**src/rtl/branch_exec_unit_if.sv**
```systemverilog
`default_nettype none
// ============================================================================
// Module      : branch_exec_unit_if
// Description : Issue, SPR/CR write and redirect bundle of the branch unit.
// Revision    : 1.0 - initial release
// ============================================================================
interface branch_exec_unit_if #(
    parameter int ADDRESS_WIDTH      = 64,
    parameter int IMM_WIDTH          = 24,
    parameter int BD_WIDTH           = 14,
    parameter int OPCODE_WIDTH       = 6,
    parameter int XOPCODE_WIDTH      = 10,
    parameter int FORMAT_INDEX_RANGE = 5
);
    logic                          stall_i;
    logic                          enable_i;
    logic                          is64Bit_i;
    logic [FORMAT_INDEX_RANGE-1:0] instructionFormat_i;
    logic [OPCODE_WIDTH-1:0]       opCode_i;
    logic [XOPCODE_WIDTH-1:0]      xOpCode_i;
    logic [ADDRESS_WIDTH-1:0]      instructionAddress_i;
    logic [IMM_WIDTH-1:0]          imm_i;
    logic [BD_WIDTH-1:0]           bd_i;
    logic [4:0]                    bo_i;
    logic [4:0]                    bi_i;
    logic                          aa_i;
    logic                          lk_i;
    logic                          sprWrite_i;
    logic [1:0]                    sprSel_i;
    logic [ADDRESS_WIDTH-1:0]      sprData_i;
    logic                          crWrite_i;
    logic [7:0]                    crMask_i;
    logic [31:0]                   crData_i;

    logic                          valid_o;
    logic                          isBranching_o;
    logic [ADDRESS_WIDTH-1:0]      PC_o;
    logic                          illegal_o;
    logic [ADDRESS_WIDTH-1:0]      linkReg_o;
    logic [ADDRESS_WIDTH-1:0]      countReg_o;
    logic [31:0]                   conditionReg_o;

    modport master (
        output stall_i, enable_i, is64Bit_i, instructionFormat_i, opCode_i,
               xOpCode_i, instructionAddress_i, imm_i, bd_i, bo_i, bi_i,
               aa_i, lk_i, sprWrite_i, sprSel_i, sprData_i,
               crWrite_i, crMask_i, crData_i,
        input  valid_o, isBranching_o, PC_o, illegal_o,
               linkReg_o, countReg_o, conditionReg_o
    );

    modport slave (
        input  stall_i, enable_i, is64Bit_i, instructionFormat_i, opCode_i,
               xOpCode_i, instructionAddress_i, imm_i, bd_i, bo_i, bi_i,
               aa_i, lk_i, sprWrite_i, sprSel_i, sprData_i,
               crWrite_i, crMask_i, crData_i,
        output valid_o, isBranching_o, PC_o, illegal_o,
               linkReg_o, countReg_o, conditionReg_o
    );
endinterface
`default_nettype wire

```
**src/rtl/branch_exec_unit.sv**
```systemverilog
`default_nettype none
// ============================================================================
// Module      : branch_exec_unit
// Description : Resolves I/B/XL-form branches, owns CR/LR/CTR/TAR and issues
//               a registered redirect one cycle after issue.
// Revision    : 1.0 - initial release
// ============================================================================
module branch_exec_unit #(
    parameter int                       ADDRESS_WIDTH      = 64,
    parameter logic [ADDRESS_WIDTH-1:0] RESET_VECTOR       = '0,
    parameter int                       IMM_WIDTH          = 24,
    parameter int                       BD_WIDTH           = 14,
    parameter int                       OPCODE_WIDTH       = 6,
    parameter int                       XOPCODE_WIDTH      = 10,
    parameter int                       FORMAT_INDEX_RANGE = 5,
    parameter int                       B                  = 2,
    parameter int                       I                  = 7,
    parameter int                       XL                 = 18
) (
    input  wire logic         clock_i,
    input  wire logic         reset_i,
    branch_exec_unit_if.slave bus
);
    localparam logic [FORMAT_INDEX_RANGE-1:0] c_FMT_B  = FORMAT_INDEX_RANGE'(B);
    localparam logic [FORMAT_INDEX_RANGE-1:0] c_FMT_I  = FORMAT_INDEX_RANGE'(I);
    localparam logic [FORMAT_INDEX_RANGE-1:0] c_FMT_XL = FORMAT_INDEX_RANGE'(XL);
    localparam logic [OPCODE_WIDTH-1:0]       c_OP_B   = OPCODE_WIDTH'(16);
    localparam logic [OPCODE_WIDTH-1:0]       c_OP_I   = OPCODE_WIDTH'(18);
    localparam logic [OPCODE_WIDTH-1:0]       c_OP_XL  = OPCODE_WIDTH'(19);
    localparam logic [XOPCODE_WIDTH-1:0]      c_XOP_BCLR  = XOPCODE_WIDTH'(16);
    localparam logic [XOPCODE_WIDTH-1:0]      c_XOP_BCCTR = XOPCODE_WIDTH'(528);
    localparam logic [XOPCODE_WIDTH-1:0]      c_XOP_BCTAR = XOPCODE_WIDTH'(560);
    localparam logic [ADDRESS_WIDTH-1:0]      c_LOW32     = ADDRESS_WIDTH'(64'hFFFF_FFFF);
    localparam logic [ADDRESS_WIDTH-1:0]      c_WORD_MASK = ~ADDRESS_WIDTH'(3);

    logic [ADDRESS_WIDTH-1:0] r_pc;
    logic                     r_valid;
    logic                     r_taken;
    logic                     r_illegal;
    logic [ADDRESS_WIDTH-1:0] r_lr;
    logic [ADDRESS_WIDTH-1:0] r_ctr;
    logic [ADDRESS_WIDTH-1:0] r_tar;
    logic [31:0]              r_cr;

    logic                     w_is_i;
    logic                     w_is_b;
    logic                     w_is_xl;
    logic                     w_xop_bclr;
    logic                     w_xop_bcctr;
    logic                     w_xop_bctar;
    logic                     w_xl_legal;
    logic [ADDRESS_WIDTH-1:0] w_seq_pc;
    logic [ADDRESS_WIDTH-1:0] w_li_ext;
    logic [ADDRESS_WIDTH-1:0] w_bd_ext;
    logic [ADDRESS_WIDTH-1:0] w_rel_base;
    logic [ADDRESS_WIDTH-1:0] w_xl_target;
    logic [ADDRESS_WIDTH-1:0] w_ctr_dec;
    logic [ADDRESS_WIDTH-1:0] w_ctr_m;
    logic [4:0]               w_cr_idx;
    logic                     w_ctr_ok;
    logic                     w_cond_ok;
    logic [ADDRESS_WIDTH-1:0] w_target;
    logic                     w_taken;
    logic                     w_illegal;
    logic                     w_ctr_dec_en;
    logic                     w_lr_link;
    logic [ADDRESS_WIDTH-1:0] w_next_pc;
    logic [ADDRESS_WIDTH-1:0] w_link_val;
    logic                     w_lr_upd;
    logic                     w_ctr_upd;
    logic [31:0]              w_cr_wmask;
    logic [31:0]              w_cr_next;

    // Instruction class decode
    assign w_is_i  = (bus.instructionFormat_i == c_FMT_I)  && (bus.opCode_i == c_OP_I);
    assign w_is_b  = (bus.instructionFormat_i == c_FMT_B)  && (bus.opCode_i == c_OP_B);
    assign w_is_xl = (bus.instructionFormat_i == c_FMT_XL) && (bus.opCode_i == c_OP_XL);

    assign w_xop_bclr  = (bus.xOpCode_i == c_XOP_BCLR);
    assign w_xop_bcctr = (bus.xOpCode_i == c_XOP_BCCTR);
    assign w_xop_bctar = (bus.xOpCode_i == c_XOP_BCTAR);
    assign w_xl_legal  = w_xop_bclr | w_xop_bcctr | w_xop_bctar;

    assign w_seq_pc   = bus.instructionAddress_i + ADDRESS_WIDTH'(4);
    assign w_li_ext   = {{(ADDRESS_WIDTH-IMM_WIDTH-2){bus.imm_i[IMM_WIDTH-1]}}, bus.imm_i, 2'b00};
    assign w_bd_ext   = {{(ADDRESS_WIDTH-BD_WIDTH-2){bus.bd_i[BD_WIDTH-1]}}, bus.bd_i, 2'b00};
    assign w_rel_base = bus.aa_i ? '0 : bus.instructionAddress_i;

    always_comb begin
        w_xl_target = r_lr;
        if (w_xop_bcctr) begin
            w_xl_target = r_ctr;
        end else if (w_xop_bctar) begin
            w_xl_target = r_tar;
        end
        w_xl_target = w_xl_target & c_WORD_MASK;
    end

    // BO is numbered MSB-first: BO[0]=bo_i[4] ... BO[3]=bo_i[1]
    assign w_ctr_dec = r_ctr - ADDRESS_WIDTH'(1);
    assign w_ctr_m   = bus.is64Bit_i ? w_ctr_dec : (w_ctr_dec & c_LOW32);
    assign w_ctr_ok  = bus.bo_i[2] | ((w_ctr_m != '0) ^ bus.bo_i[1]);
    assign w_cr_idx  = 5'd31 - bus.bi_i;
    assign w_cond_ok = bus.bo_i[4] | (r_cr[w_cr_idx] == bus.bo_i[3]);

    always_comb begin
        w_target     = w_seq_pc;
        w_taken      = 1'b0;
        w_illegal    = 1'b0;
        w_ctr_dec_en = 1'b0;
        w_lr_link    = 1'b0;
        if (w_is_i) begin
            w_target  = w_rel_base + w_li_ext;
            w_taken   = 1'b1;
            w_lr_link = bus.lk_i;
        end else if (w_is_b) begin
            w_target     = w_rel_base + w_bd_ext;
            w_taken      = w_ctr_ok & w_cond_ok;
            w_ctr_dec_en = ~bus.bo_i[2];
            w_lr_link    = bus.lk_i;
        end else if (w_is_xl) begin
            if (w_xl_legal) begin
                // bcctr cannot use CTR as both target and loop count
                w_target     = w_xl_target;
                w_taken      = (w_xop_bcctr | w_ctr_ok) & w_cond_ok;
                w_ctr_dec_en = ~bus.bo_i[2] & ~w_xop_bcctr;
                w_lr_link    = bus.lk_i;
            end else begin
                w_illegal = 1'b1;
            end
        end
    end

    assign w_next_pc  = bus.is64Bit_i ? (w_taken ? w_target : w_seq_pc)
                                      : ((w_taken ? w_target : w_seq_pc) & c_LOW32);
    assign w_link_val = bus.is64Bit_i ? w_seq_pc : (w_seq_pc & c_LOW32);
    assign w_lr_upd   = bus.enable_i & w_lr_link;
    assign w_ctr_upd  = bus.enable_i & w_ctr_dec_en;

    // CR field k (CR[32+4k : 35+4k]) maps to r_cr[31-4k -: 4], mask bit 7-k
    for (genvar g = 0; g < 8; g++) begin : g_cr_field
        assign w_cr_wmask[31-4*g -: 4] = {4{bus.crMask_i[7-g]}};
    end
    assign w_cr_next = (r_cr & ~w_cr_wmask) | (bus.crData_i & w_cr_wmask);

    always_ff @(posedge clock_i) begin
        if (reset_i) begin
            r_pc      <= RESET_VECTOR;
            r_valid   <= 1'b0;
            r_taken   <= 1'b0;
            r_illegal <= 1'b0;
            r_lr      <= '0;
            r_ctr     <= '0;
            r_tar     <= '0;
            r_cr      <= '0;
        end else if (!bus.stall_i) begin
            r_valid   <= bus.enable_i;
            r_taken   <= bus.enable_i & w_taken;
            r_illegal <= bus.enable_i & w_illegal;
            if (bus.enable_i) begin
                r_pc <= w_next_pc;
            end
            // Branch-side LR/CTR updates take precedence over FX writes
            if (w_lr_upd) begin
                r_lr <= w_link_val;
            end else if (bus.sprWrite_i && bus.sprSel_i == 2'd0) begin
                r_lr <= bus.sprData_i;
            end
            if (w_ctr_upd) begin
                r_ctr <= w_ctr_dec;
            end else if (bus.sprWrite_i && bus.sprSel_i == 2'd1) begin
                r_ctr <= bus.sprData_i;
            end
            if (bus.sprWrite_i && bus.sprSel_i == 2'd2) begin
                r_tar <= bus.sprData_i;
            end
            if (bus.crWrite_i) begin
                r_cr <= w_cr_next;
            end
        end
    end

    assign bus.valid_o        = r_valid;
    assign bus.isBranching_o  = r_taken;
    assign bus.PC_o           = r_pc;
    assign bus.illegal_o      = r_illegal;
    assign bus.linkReg_o      = r_lr;
    assign bus.countReg_o     = r_ctr;
    assign bus.conditionReg_o = r_cr;

endmodule
`default_nettype wire

```
**src/flat_wrapper.sv**
```systemverilog
// flat-port wrapper written by rule: the top's interface ports become plain ports
module branch_exec_unit_flat 
#(
    parameter int                       ADDRESS_WIDTH      = 64,
    parameter logic [ADDRESS_WIDTH-1:0] RESET_VECTOR       = '0,
    parameter int                       IMM_WIDTH          = 24,
    parameter int                       BD_WIDTH           = 14,
    parameter int                       OPCODE_WIDTH       = 6,
    parameter int                       XOPCODE_WIDTH      = 10,
    parameter int                       FORMAT_INDEX_RANGE = 5,
    parameter int                       B                  = 2,
    parameter int                       I                  = 7,
    parameter int                       XL                 = 18
)
  (clock_i, reset_i, bus_stall_i, bus_enable_i, bus_is64Bit_i, bus_instructionFormat_i, bus_opCode_i, bus_xOpCode_i, bus_instructionAddress_i, bus_imm_i, bus_bd_i, bus_bo_i, bus_bi_i, bus_aa_i, bus_lk_i, bus_sprWrite_i, bus_sprSel_i, bus_sprData_i, bus_crWrite_i, bus_crMask_i, bus_crData_i, bus_valid_o, bus_isBranching_o, bus_PC_o, bus_illegal_o, bus_linkReg_o, bus_countReg_o, bus_conditionReg_o);
  branch_exec_unit_if #(.ADDRESS_WIDTH(ADDRESS_WIDTH), .IMM_WIDTH(IMM_WIDTH), .BD_WIDTH(BD_WIDTH), .OPCODE_WIDTH(OPCODE_WIDTH), .XOPCODE_WIDTH(XOPCODE_WIDTH), .FORMAT_INDEX_RANGE(FORMAT_INDEX_RANGE)) bus_i ();
  input  wire logic clock_i;
  input  wire logic reset_i;
  input wire logic [$bits(bus_i.stall_i)-1:0] bus_stall_i;
  input wire logic [$bits(bus_i.enable_i)-1:0] bus_enable_i;
  input wire logic [$bits(bus_i.is64Bit_i)-1:0] bus_is64Bit_i;
  input wire logic [$bits(bus_i.instructionFormat_i)-1:0] bus_instructionFormat_i;
  input wire logic [$bits(bus_i.opCode_i)-1:0] bus_opCode_i;
  input wire logic [$bits(bus_i.xOpCode_i)-1:0] bus_xOpCode_i;
  input wire logic [$bits(bus_i.instructionAddress_i)-1:0] bus_instructionAddress_i;
  input wire logic [$bits(bus_i.imm_i)-1:0] bus_imm_i;
  input wire logic [$bits(bus_i.bd_i)-1:0] bus_bd_i;
  input wire logic [$bits(bus_i.bo_i)-1:0] bus_bo_i;
  input wire logic [$bits(bus_i.bi_i)-1:0] bus_bi_i;
  input wire logic [$bits(bus_i.aa_i)-1:0] bus_aa_i;
  input wire logic [$bits(bus_i.lk_i)-1:0] bus_lk_i;
  input wire logic [$bits(bus_i.sprWrite_i)-1:0] bus_sprWrite_i;
  input wire logic [$bits(bus_i.sprSel_i)-1:0] bus_sprSel_i;
  input wire logic [$bits(bus_i.sprData_i)-1:0] bus_sprData_i;
  input wire logic [$bits(bus_i.crWrite_i)-1:0] bus_crWrite_i;
  input wire logic [$bits(bus_i.crMask_i)-1:0] bus_crMask_i;
  input wire logic [$bits(bus_i.crData_i)-1:0] bus_crData_i;
  output wire logic [$bits(bus_i.valid_o)-1:0] bus_valid_o;
  output wire logic [$bits(bus_i.isBranching_o)-1:0] bus_isBranching_o;
  output wire logic [$bits(bus_i.PC_o)-1:0] bus_PC_o;
  output wire logic [$bits(bus_i.illegal_o)-1:0] bus_illegal_o;
  output wire logic [$bits(bus_i.linkReg_o)-1:0] bus_linkReg_o;
  output wire logic [$bits(bus_i.countReg_o)-1:0] bus_countReg_o;
  output wire logic [$bits(bus_i.conditionReg_o)-1:0] bus_conditionReg_o;
  assign bus_i.stall_i = bus_stall_i;
  assign bus_i.enable_i = bus_enable_i;
  assign bus_i.is64Bit_i = bus_is64Bit_i;
  assign bus_i.instructionFormat_i = bus_instructionFormat_i;
  assign bus_i.opCode_i = bus_opCode_i;
  assign bus_i.xOpCode_i = bus_xOpCode_i;
  assign bus_i.instructionAddress_i = bus_instructionAddress_i;
  assign bus_i.imm_i = bus_imm_i;
  assign bus_i.bd_i = bus_bd_i;
  assign bus_i.bo_i = bus_bo_i;
  assign bus_i.bi_i = bus_bi_i;
  assign bus_i.aa_i = bus_aa_i;
  assign bus_i.lk_i = bus_lk_i;
  assign bus_i.sprWrite_i = bus_sprWrite_i;
  assign bus_i.sprSel_i = bus_sprSel_i;
  assign bus_i.sprData_i = bus_sprData_i;
  assign bus_i.crWrite_i = bus_crWrite_i;
  assign bus_i.crMask_i = bus_crMask_i;
  assign bus_i.crData_i = bus_crData_i;
  assign bus_valid_o = bus_i.valid_o;
  assign bus_isBranching_o = bus_i.isBranching_o;
  assign bus_PC_o = bus_i.PC_o;
  assign bus_illegal_o = bus_i.illegal_o;
  assign bus_linkReg_o = bus_i.linkReg_o;
  assign bus_countReg_o = bus_i.countReg_o;
  assign bus_conditionReg_o = bus_i.conditionReg_o;
  branch_exec_unit #(.ADDRESS_WIDTH(ADDRESS_WIDTH), .RESET_VECTOR(RESET_VECTOR), .IMM_WIDTH(IMM_WIDTH), .BD_WIDTH(BD_WIDTH), .OPCODE_WIDTH(OPCODE_WIDTH), .XOPCODE_WIDTH(XOPCODE_WIDTH), .FORMAT_INDEX_RANGE(FORMAT_INDEX_RANGE), .B(B), .I(I), .XL(XL)) u_core (.clock_i(clock_i), .reset_i(reset_i), .bus(bus_i));
endmodule
```
**config.mk**
```make
export PLATFORM = sky130hd
export DESIGN_NAME = branch_exec_unit_flat
export DESIGN_NICKNAME = d
export VERILOG_FILES = /design/src/rtl/branch_exec_unit_if.sv /design/src/rtl/branch_exec_unit.sv /design/src/flat_wrapper.sv
export SDC_FILE = /design/constraint.sdc
export NUM_CORES = 1
export LEC_CHECK = 0
export CAP_MARGIN = 20
export CORE_UTILIZATION = 37
export CTS_BUF_LIST = sky130_fd_sc_hd__clkbuf_4
export CTS_CLUSTER_DIAMETER = 100
export DETAILED_ROUTE_END_ITERATION = 8
export HOLD_SLACK_MARGIN = 0.08
export PLACE_DENSITY = 0.68
export SYNTH_ARGS = -nofsm -noshare
export SYNTH_HDL_FRONTEND = slang
export SYNTH_SLANG_ARGS = --single-unit
```
**constraint.sdc**
```tcl
create_clock -name clock_i -period 4.6 [get_ports clock_i]
set_clock_uncertainty 0.1 [all_clocks]
set_input_delay 0.69 -clock clock_i [delete_from_list [all_inputs] [get_ports clock_i]]
set_output_delay 0.69 -clock clock_i [all_outputs]
set_load 0.01 [all_outputs]
```
==> impl_results.md <==
* Num Clock Sinks at 289
* Reg-to-reg endpoint: u_core.bus.PC_o[22]$_SDFFE_PP0P_
* Sw frac at 0.371
* Vias in the first global route at 29,700
* Reg clk slew, reported paths at 0.07 ns
* R2R setup slack at 0.10 ns
* Cell area after placement at 34,200 µm²
* Final min period at 4.50 ns
* Drt total wl at 126 mm
* Largest net degree at the start of global routing at 191
* Post-synth EDFFs at 0
* Hold Crit Class: primary input to flip-flop
* Slew @ Worst Pin at 0.967 ns
* Grt ovf at 0
* Syn avg cell area at 7.09 µm²
* Setup TNS at 0 ns
* Ys flop type: dfxtp_1
* Final setup viols at 0
* NetSw at 2.97 mW
* Setup crit end kind: flip-flop
* Tcrit/Tclk final at 0.978
* Max Fclk at 222 MHz
* First-pass GRT wire length at 183 mm
* Final worst slack at 0.102 ns
* Design area at 35,500 µm²
* FF+latch count, synth at 289
* Critical Path Fanout Max at 8
* Routed len/inst at 23.8 µm
* CP Capture Point: u_core.bus.PC_o[22]$_SDFFE_PP0P_
* Initial DRC Count at 3,523
* Leakage at 14.1 nW
* Netlist Area Pre-Place at 25,400 µm²
* Post-synth net total at 3,961
* Max-slew headroom at 0.355
* Most frequent cells in the layout: 503 x nand2_1, 468 x clkdlybuf4s50_1, 466 x buf_4, 402 x a21oi_1, 315 x nor2_1
* Crit start category: flip-flop
* Most used cell, CP: buf_4
* DR vias at 31,800
* Proportion of synthesized flip-flops having asynchronous set or reset at 0
* Commonest non-fill, non-tap cell in the layout: nand2_1
* I/O Pins at 475
* Warnings, synthesis at 0
* Critical path, cell by cell: buf_4, nor4_4, nand2_2, or4_4, o31ai_1, o311ai_1, or4_4, nor4b_4, buf_4, mux2_2, nor2_4, buf_4, clkbuf_16, o211ai_1, a22o_1
* Synth unique cells at 93
* Hold slack at 0.272 ns
* Worst r2r path cells at 15
* Pre-CTS setup slack at -0.450 ns
* Pwr Density at 226 nW/µm²
* Leading area contributor after synthesis: dfxtp_1
* Final hold violation count at 0
* Starting Density at 0.376
* Crit path DAT at 5.13 ns
* Post-layout util at 0.524
* CTS tree: yes
* Initial antenna violation count at 6
* Flop pwr share at 0.331
* Max capacitance violation total at 0
* DRC violation count after routing at 0
* TritonRoute pass-1 iters at 6
* Post-synthesis instance total at 3,586
* Area grow syn2layout at 39.4%
* Crit path kind: flip-flop to flip-flop
* RePlAce Congestion at 1.01
* Reg2reg start: u_core.bus.countReg_o[0]$_SDFFE_PP0P_
* Root Buffer: clkbuf_4
* Critical Path RT at 5.23 ns
* CP max stage cell: or4_4
* Register area share after synthesis at 0.227
* Clk network pwr share at 0.306
* Status: complete, no violations
* Crit-path max cell delay at 0.56 ns
* Row Count at 95
* Die X at 264 µm
* Worst setup startpoint: u_core.bus.countReg_o[0]$_SDFFE_PP0P_
* Final slew viol count at 0
* Dpl hpwl at 98.9 mm
* Post-route insts no fill at 5,298
* Combinational power share at 0.363
* Htree depth at 3
* Drt via density at 6.00
* Internal power at 5.04 mW
* Yosys top cell area share at 0.227
* Die H at 264 µm
* Clk buf depth at 3
* Worst-skew pair later-pin latency at 0.88 ns
* GRT Overall Usage at 0.346
* Layout cells sized above 1 at 0.162
* Final Power at 8.00 mW
* Core Footprint at 67,600 µm²
* Ranking of synthesized cells by area: dfxtp_1 23%, a21oi_1 7.9%, nand2_1 7.5%
* Final net count at 4,743
* Total CTS buffers at 83
* Placed cell count at 5,145
* Buffers added on ports at 473
* Final ANT Viol Nets at 0
* Die area at 69,800 µm²
* Peak supply drop at 0.000182 V
==> routing by layer <==
metal,up-vias,track usage,share of wire
met5,-,0,0.00026
met4,6,0.202,0.064
met3,384,0.0686,0.083
met2,1648,0.586,0.47
met1,14900,0.405,0.38
li1,14800,-,-
==> power by group through the flow <==
stage | Sequential [mW] | Clock (mW) | Combinational, mW
after floorplan | 2.71 | 0 | 1.41
final | 2.65 | 2.45 | 2.91
after detailed placement | 2.70 | 0 | 2.79
after global placement | 2.70 | 0 | 2.80
after global routing | 2.65 | 2.62 | 3.10
after CTS | 2.65 | 2.47 | 2.82
==> worst min-delay path by stage <==
stage                                        startpoint                       endpoint  slack, ns  depth (start not counted)
after CTS                              bus_crData_i[23]                      flip-flop       0.21                          3
after global placement    u_core.r_tar[41]$_SDFFE_PP0P_  u_core.r_tar[41]$_SDFFE_PP0P_       0.34                          2
final                                  bus_crData_i[14]                      flip-flop       0.27                          3
after detailed placement  u_core.r_tar[16]$_SDFFE_PP0P_  u_core.r_tar[16]$_SDFFE_PP0P_       0.35                          2
after global routing                   bus_crData_i[23]                      flip-flop       0.25                          3
after floorplan           u_core.r_tar[10]$_SDFFE_PP0P_  u_core.r_tar[10]$_SDFFE_PP0P_       0.34                          2
==> cell type report <==
class                   count  area (µm²)
inverters                  49         184
multi-input cells        2976       18600
clock inverters            28         156
fillers                  6765       32200
repair buffers            969        8780
clock buffers             110         826
flip-flops and latches    289        5790
well taps                 873        1090
diodes                      4        10.0
==> cells by family (layout without fill, tap and decap cells) <==
kind of cell	after synthesis	count (layout)	share of synthesized area
simple gates	1395	1395	0.261
flops	289	289	0.227
mux	91	91	0.0410
xor+xnor	178	178	0.0613
fa+ha+maj	127	127	0.0631
compound gates	1185	1185	0.297
buf+inv	321	1156	0.0491
other cells	0	4	0
==> worst max-delay path, delay by kind of cell (launching register included) <==
kind	cells	cell delay, ns
muxes	1	0.38
DFF	1	0.31
and+or+nand+nor	6	1.97
AOI/OAI and AO/OA	4	0.90
buffers and inverters	4	0.71
==> Yosys cell counts, types with 9 or more instances <==
master	n
nor4_1	40
mux2i_1	75
o2111ai_1	9
and4_1	18
a221oi_1	31
nand3_1	123
and3_1	25
a211oi_1	65
buf_1	17
dfxtp_1	289
nand2_1	505
or4_1	14
a31oi_1	23
a21oi_1	404
a22o_1	14
inv_1	49
o211ai_1	83
or2_2	10
xnor2_1	107
o31ai_1	27
xor2_1	71
a21o_1	91
a211o_1	10
nor2b_1	66
nor3_1	99
o21ai_0	226
a2111oi_0	10
a22oi_1	37
nand4_1	74
a32o_1	9
nand2b_1	17
ha_1	125
o21bai_1	25
mux4_2	10
buf_2	14
nor2_1	317
or3_1	32
o21a_1	21
o22ai_1	12
clkbuf_1	237
and2_1	10
==> timing repair <==
item,4_1_cts,5_1_grt
hold endpoints to repair,19,0
pin swaps,0,9
cloned,0,2
gates resized for setup,5,34
endpoints found under the setup margin,58,50
buffers inserted,1,7
hold buffers,1,0
Note: power is estimated with default switching activity, not from simulation.
